### config.mk
export PLATFORM = sky130hd
export DESIGN_NAME = sw_out_port
export DESIGN_NICKNAME = d
export VERILOG_FILES = /design/src/rtl/sw_out_port.sv
export SDC_FILE = /design/constraint.sdc
export NUM_CORES = 1
export LEC_CHECK = 0
export ABC_AREA = 1
export BUFFER_PORTS_ARGS = -buffer_cell sky130_fd_sc_hd__buf_2
export CORE_MARGIN = 2
export CORE_UTILIZATION = 63
export CTS_BUF_LIST = sky130_fd_sc_hd__clkbuf_16
export CTS_CLUSTER_SIZE = 30
export DETAILED_ROUTE_END_ITERATION = 16
export PLACE_DENSITY = 0.88
export SYNTH_ARGS = -nofsm -noshare
export SYNTH_HDL_FRONTEND = slang
export SYNTH_HIERARCHICAL = 1
export SYNTH_SLANG_ARGS = --single-unit
### constraint.sdc
create_clock -name clk -period 3.6 [get_ports clk]
set_clock_uncertainty 0.05 [all_clocks]
set_input_delay 0.36 -clock clk [delete_from_list [all_inputs] [get_ports clk]]
set_output_delay 0.36 -clock clk [all_outputs]
set_load 0.02 [all_outputs]
### src/rtl/sw_out_port.sv
// Egress byte FIFO: stores {last, data}, exposes head and the entry after it, with flush.
// Latency: a pushed entry is visible at head one edge after the push.
// Backpressure: caller gates push_vld with count < DEPTH; flush outranks push and pop.
module sw_out_fifo #(
  parameter int WIDTH = 9,
  parameter int DEPTH = 16
) (
  input  logic                   clk,
  input  logic                   rst_n,
  input  logic                   flush,
  input  logic                   push_vld,
  input  logic [WIDTH-1:0]       push_dat,
  input  logic                   pop_vld,
  output logic [WIDTH-1:0]       head_dat,
  output logic [WIDTH-1:0]       next_dat,
  output logic [$clog2(DEPTH):0] count
);
  localparam int PW = $clog2(DEPTH);
  localparam int CW = PW + 1;

  logic [WIDTH-1:0] mem [DEPTH];
  logic [PW-1:0]    wr_ptr;
  logic [PW-1:0]    rd_ptr;
  logic [PW-1:0]    rd_ptr_nxt;

  assign rd_ptr_nxt = rd_ptr + PW'(1);
  assign head_dat   = mem[rd_ptr];
  assign next_dat   = mem[rd_ptr_nxt];

  always_ff @(posedge clk) begin
    if (push_vld) mem[wr_ptr] <= push_dat;
  end

  always_ff @(posedge clk or negedge rst_n) begin
    if (!rst_n) begin
      wr_ptr <= '0;
      rd_ptr <= '0;
      count  <= '0;
    end else if (flush) begin
      wr_ptr <= '0;
      rd_ptr <= '0;
      count  <= '0;
    end else begin
      if (push_vld) wr_ptr <= wr_ptr + PW'(1);
      if (pop_vld)  rd_ptr <= rd_ptr_nxt;
      case ({push_vld, pop_vld})
        2'b10:   count <= count + CW'(1);
        2'b01:   count <= count - CW'(1);
        default: count <= count;
      endcase
    end
  end
endmodule

// Switch output port: buffers whole packets and streams them out byte by byte, one idle cycle between packets.
// Latency: sw_enable_out rises two edges after the last byte of a packet is written into an idle port.
// Backpressure: read_in=1 holds the current byte; wr_full stalls the core, writes while full are dropped.
module sw_out_port #(
  parameter int DEPTH = 16
) (
  input  logic       clk,
  input  logic       rst_n,
  input  logic [7:0] wr_data,
  input  logic       wr_en,
  input  logic       wr_last,
  output logic       wr_full,
  output logic [7:0] data_out,
  output logic       sw_enable_out,
  input  logic       read_in,
  output logic       err_ovf
);
  localparam int CW = $clog2(DEPTH) + 1;

  typedef enum logic [1:0] {IDLE = 2'd0, SEND = 2'd1, GAP = 2'd2} state_t;

  state_t        state;
  state_t        state_nxt;
  logic [CW-1:0] fifo_cnt;
  logic [CW-1:0] pkt_cnt;
  logic [8:0]    head_dat;
  logic [8:0]    next_dat;
  logic          wr_acc;
  logic          pop;
  logic          flush;
  logic          discard;
  logic          pkt_rdy;
  logic          start;
  logic          sw_enable_nxt;
  logic [7:0]    data_nxt;

  assign wr_full = (fifo_cnt == CW'(DEPTH));
  // A full FIFO with no complete packet can never drain: drop the oversize packet.
  assign flush   = wr_full && (pkt_cnt == '0);
  assign wr_acc  = wr_en && !wr_full && !discard;
  assign pop     = sw_enable_out && !read_in;
  // pkt_rdy lags pkt_cnt by one edge, giving the two-edge start latency.
  assign start   = pkt_rdy && (pkt_cnt != '0);

  sw_out_fifo #(.WIDTH(9), .DEPTH(DEPTH)) u_fifo (
    .clk      (clk),
    .rst_n    (rst_n),
    .flush    (flush),
    .push_vld (wr_acc),
    .push_dat ({wr_last, wr_data}),
    .pop_vld  (pop),
    .head_dat (head_dat),
    .next_dat (next_dat),
    .count    (fifo_cnt)
  );

  always_ff @(posedge clk or negedge rst_n) begin
    if (!rst_n) begin
      pkt_cnt <= '0;
      pkt_rdy <= 1'b0;
      discard <= 1'b0;
      err_ovf <= 1'b0;
    end else begin
      case ({wr_acc && wr_last, pop && head_dat[8]})
        2'b10:   pkt_cnt <= pkt_cnt + CW'(1);
        2'b01:   pkt_cnt <= pkt_cnt - CW'(1);
        default: pkt_cnt <= pkt_cnt;
      endcase
      pkt_rdy <= (pkt_cnt != '0);
      if ((wr_en && wr_full) || flush) err_ovf <= 1'b1;
      if (flush)                             discard <= !(wr_en && wr_last);
      else if (discard && wr_en && wr_last)  discard <= 1'b0;
    end
  end

  always_ff @(posedge clk or negedge rst_n) begin
    if (!rst_n) begin
      state         <= IDLE;
      sw_enable_out <= 1'b0;
      data_out      <= 8'h00;
    end else begin
      state         <= state_nxt;
      sw_enable_out <= sw_enable_nxt;
      data_out      <= data_nxt;
    end
  end

  // In SEND the byte on data_out is still the FIFO head; it is popped on the transfer edge.
  always_comb begin
    state_nxt     = state;
    sw_enable_nxt = sw_enable_out;
    data_nxt      = data_out;
    case (state)
      IDLE, GAP: begin
        if (start) begin
          state_nxt     = SEND;
          sw_enable_nxt = 1'b1;
          data_nxt      = head_dat[7:0];
        end else begin
          state_nxt     = IDLE;
          sw_enable_nxt = 1'b0;
          data_nxt      = 8'h00;
        end
      end
      SEND: begin
        if (!read_in) begin
          if (head_dat[8]) begin
            state_nxt     = GAP;
            sw_enable_nxt = 1'b0;
            data_nxt      = 8'h00;
          end else begin
            data_nxt      = next_dat[7:0];
          end
        end
      end
      default: begin
        state_nxt     = IDLE;
        sw_enable_nxt = 1'b0;
        data_nxt      = 8'h00;
      end
    endcase
  end
endmodule

==> impl_metrics.toml <==
[status]
status = "finished clean"

[floorplan]
die_h_um = 122
io_pins = 24
fp-row-count = 43
dieArea_mm2 = 0.0149
start_util_pct = 63.9
core_mm2 = 0.0138
die-width_um = 122

[clocking]
ctsHtreeMaxLevel = 4
cts_max_path_buffers = 2
cts_tree = "built"
cts.clk_slew.worst_paths_ps = 60
cts_sinks = 176
cts_buffers = 17
worstSkewPairLatency_ps = 450
root_buffer = "clkbuf_16"

[detailed_routing]
first_pass_iters = 7
drc = 0
wl_um = 22000
vias_per_cell = 6.29
antenna_left = 0
wl_per_cell_um = 19.8
drtIter0Drc = 1119
num_vias = 7006

[min_path]
min_path_cells = 3
min_to = "err_ovf$_DFFE_PN0P_"
min_path_type = "input port to flip-flop"
min-delay-start = "wr_en"

[setup_path]
startpoint_type = "flip-flop"
path_max_fanout = 15
r2r_cells = 17
r2r_slack_ps = 410
reg2reg_from = "u_fifo/rd_ptr[1]$_DFFE_PN0P_"
crit_arrival_ps = 3480
reg2reg_to = "pkt_cnt[4]$_DFFE_PN0P_"
endpoint_kind = "flip-flop"
path_class = "flip-flop to flip-flop"
cp.required_ps = 3890

[global_route]
track_usage_pct = 31.5
antenna_found_initial = 1
grt-ovfl-total = 0
grt_pass1_vias = 6485
grt_max_degree = 131
grt_pass1_wl_um = 34600

[sta]
fin_tns_setup_ps = 0
hold_ws_ps = 103
worst_slew_pin_slew_ps = 1090
slew_headroom_pct = 27.1
finalMaxSlewViolations = 0
post-route-min-period_ps = 3190
finalCritPeriodShare_pct = 88.6
max_freq_mhz = 314
grt_setup_unrepaired = "false"
finalSetupViolCount = 0
hold_viol_final = 0

[synth]
syn_area_mm2 = 0.00880
syn_inst = 914
yosysWarnings = 6
syn_avg_cell_area_um2 = 9.63
synth_nets = 939

[place]
dp_hpwl_um = 14300
dpl.cell_count = 1080
port_buffers = 23
place_congestion = 1.00

[power]
power.density_mw_per_mm2 = 937
p_leak_nw = 3.92
ir_worst_vdd_mv = 0.562
finalPower_w = 0.00905

[finish]
syn_to_final_growth_pct = 9.64
utilization_pct = 70.1
layout-drive-gt1-share_pct = 9.97
stdcell_count = 1114
fin_nets = 945

[run]
drv_cap = 0
-- what timing repair did --
item                                    CTS  global route
buffers inserted                          0             0
endpoints found under the hold margin    32             0
resized for setup                         0             0
endpoints found under the setup margin    0             0
hold buffers                              1             0
-- routing by layer --
| layer | wire length (µm) | vias to the layer above | track usage, % |
|---|---|---|---|
| li1 | - | 3204 | - |
| met1 | 8640 | 3285 | 44.4 |
| met2 | 10300 | 444 | 47.2 |
| met3 | 2250 | 73 | 6.04 |
| met4 | 821 | 0 | 15.4 |
| met5 | 0 | - | 0 |
-- worst max-delay path by stage --
stage	cells past startpoint	from	to
global route	17	u_fifo/rd_ptr[1]$_DFFE_PN0P_	pkt_cnt[4]$_DFFE_PN0P_
global placement	16	u_fifo/rd_ptr[1]$_DFFE_PN0P_	pkt_cnt[4]$_DFFE_PN0P_
detailed placement	17	u_fifo/rd_ptr[1]$_DFFE_PN0P_	pkt_cnt[4]$_DFFE_PN0P_
finish	17	u_fifo/rd_ptr[1]$_DFFE_PN0P_	pkt_cnt[4]$_DFFE_PN0P_
CTS	17	u_fifo/rd_ptr[1]$_DFFE_PN0P_	pkt_cnt[4]$_DFFE_PN0P_
floorplan	19	u_fifo/rd_ptr[0]$_DFFE_PN0P_	pkt_cnt[4]$_DFFE_PN0P_
-- state kept, by name (all words and copies together), names as in the netlist --
name / flops
sw_enable_out: 1
data_out: 8
u_fifo/wr_ptr: 4
state: 2
u_fifo/rd_ptr: 4
err_ovf: 1
u_fifo/mem: 144
discard: 1
pkt_rdy: 1
u_fifo/count: 5
pkt_cnt: 5
-- cell usage in the layout (no fill, tap or decap), types with 2 or more instances in the layout --
| master | n |
|---|---|
| a21oi_1 | 103 |
| buf_2 | 23 |
| buf_4 | 15 |
| bufinv_16 | 5 |
| clkbuf_16 | 17 |
| clkinv_1 | 2 |
| clkinv_4 | 3 |
| clkinvlp_4 | 2 |
| dfrtp_1 | 31 |
| edfxtp_1 | 144 |
| ha_1 | 10 |
| inv_1 | 103 |
| inv_2 | 9 |
| inv_6 | 4 |
| nand2_1 | 146 |
| nand2_2 | 2 |
| nand2_4 | 2 |
| nand3_1 | 86 |
| nand3b_1 | 2 |
| nand4_1 | 20 |
| nor2_1 | 30 |
| nor2_2 | 3 |
| nor3_1 | 3 |
| o211ai_1 | 35 |
| o21ai_0 | 105 |
| o21ai_1 | 4 |
| o22ai_1 | 4 |
| xnor2_1 | 4 |
| xor2_1 | 4 |
-- final cells by class --
class	instances	area [µm²]
repair buffers	40	258
inverters	114	428
multi-input cells	571	2950
flip-flops and latches	176	5130
clock inverters	15	231
fillers	1005	4120
well taps	180	225
diodes	1	2.50
clock buffers	17	425
-- power breakdown --
group          internal (W)  total, W  leakage (nW)  switching, W
clock               0.00124   0.00204         0.315      0.000798
sequential          0.00254   0.00283          1.69      0.000290
combinational       0.00132   0.00418          1.91       0.00287
-- per-stage QoR --
stage | area (µm²) | setup WS, ps
after floorplan | 8800 | 797
after global placement | 8980 | 569
after detailed placement | 8980 | 480
after CTS | 9650 | 430
after global routing | 9650 | 99.0
final | 9650 | 411
-- worst max-delay path, cell delays in order, from the launching register on --
cell and delay (ps):
dfrtp_1 720, inv_2 110, nand2_2 160, a21oi_1 50
o21ai_0 110, nand4_1 140, nand2_1 220, inv_1 80
nor3_1 170, ha_1 320, inv_1 90, fa_1 410
nor2_1 170, nor2_1 50, nand2_1 50, nand2_1 50
nand2_1 60, nand2_1 50
No activity file was read; power rests on OpenSTA's default activity.
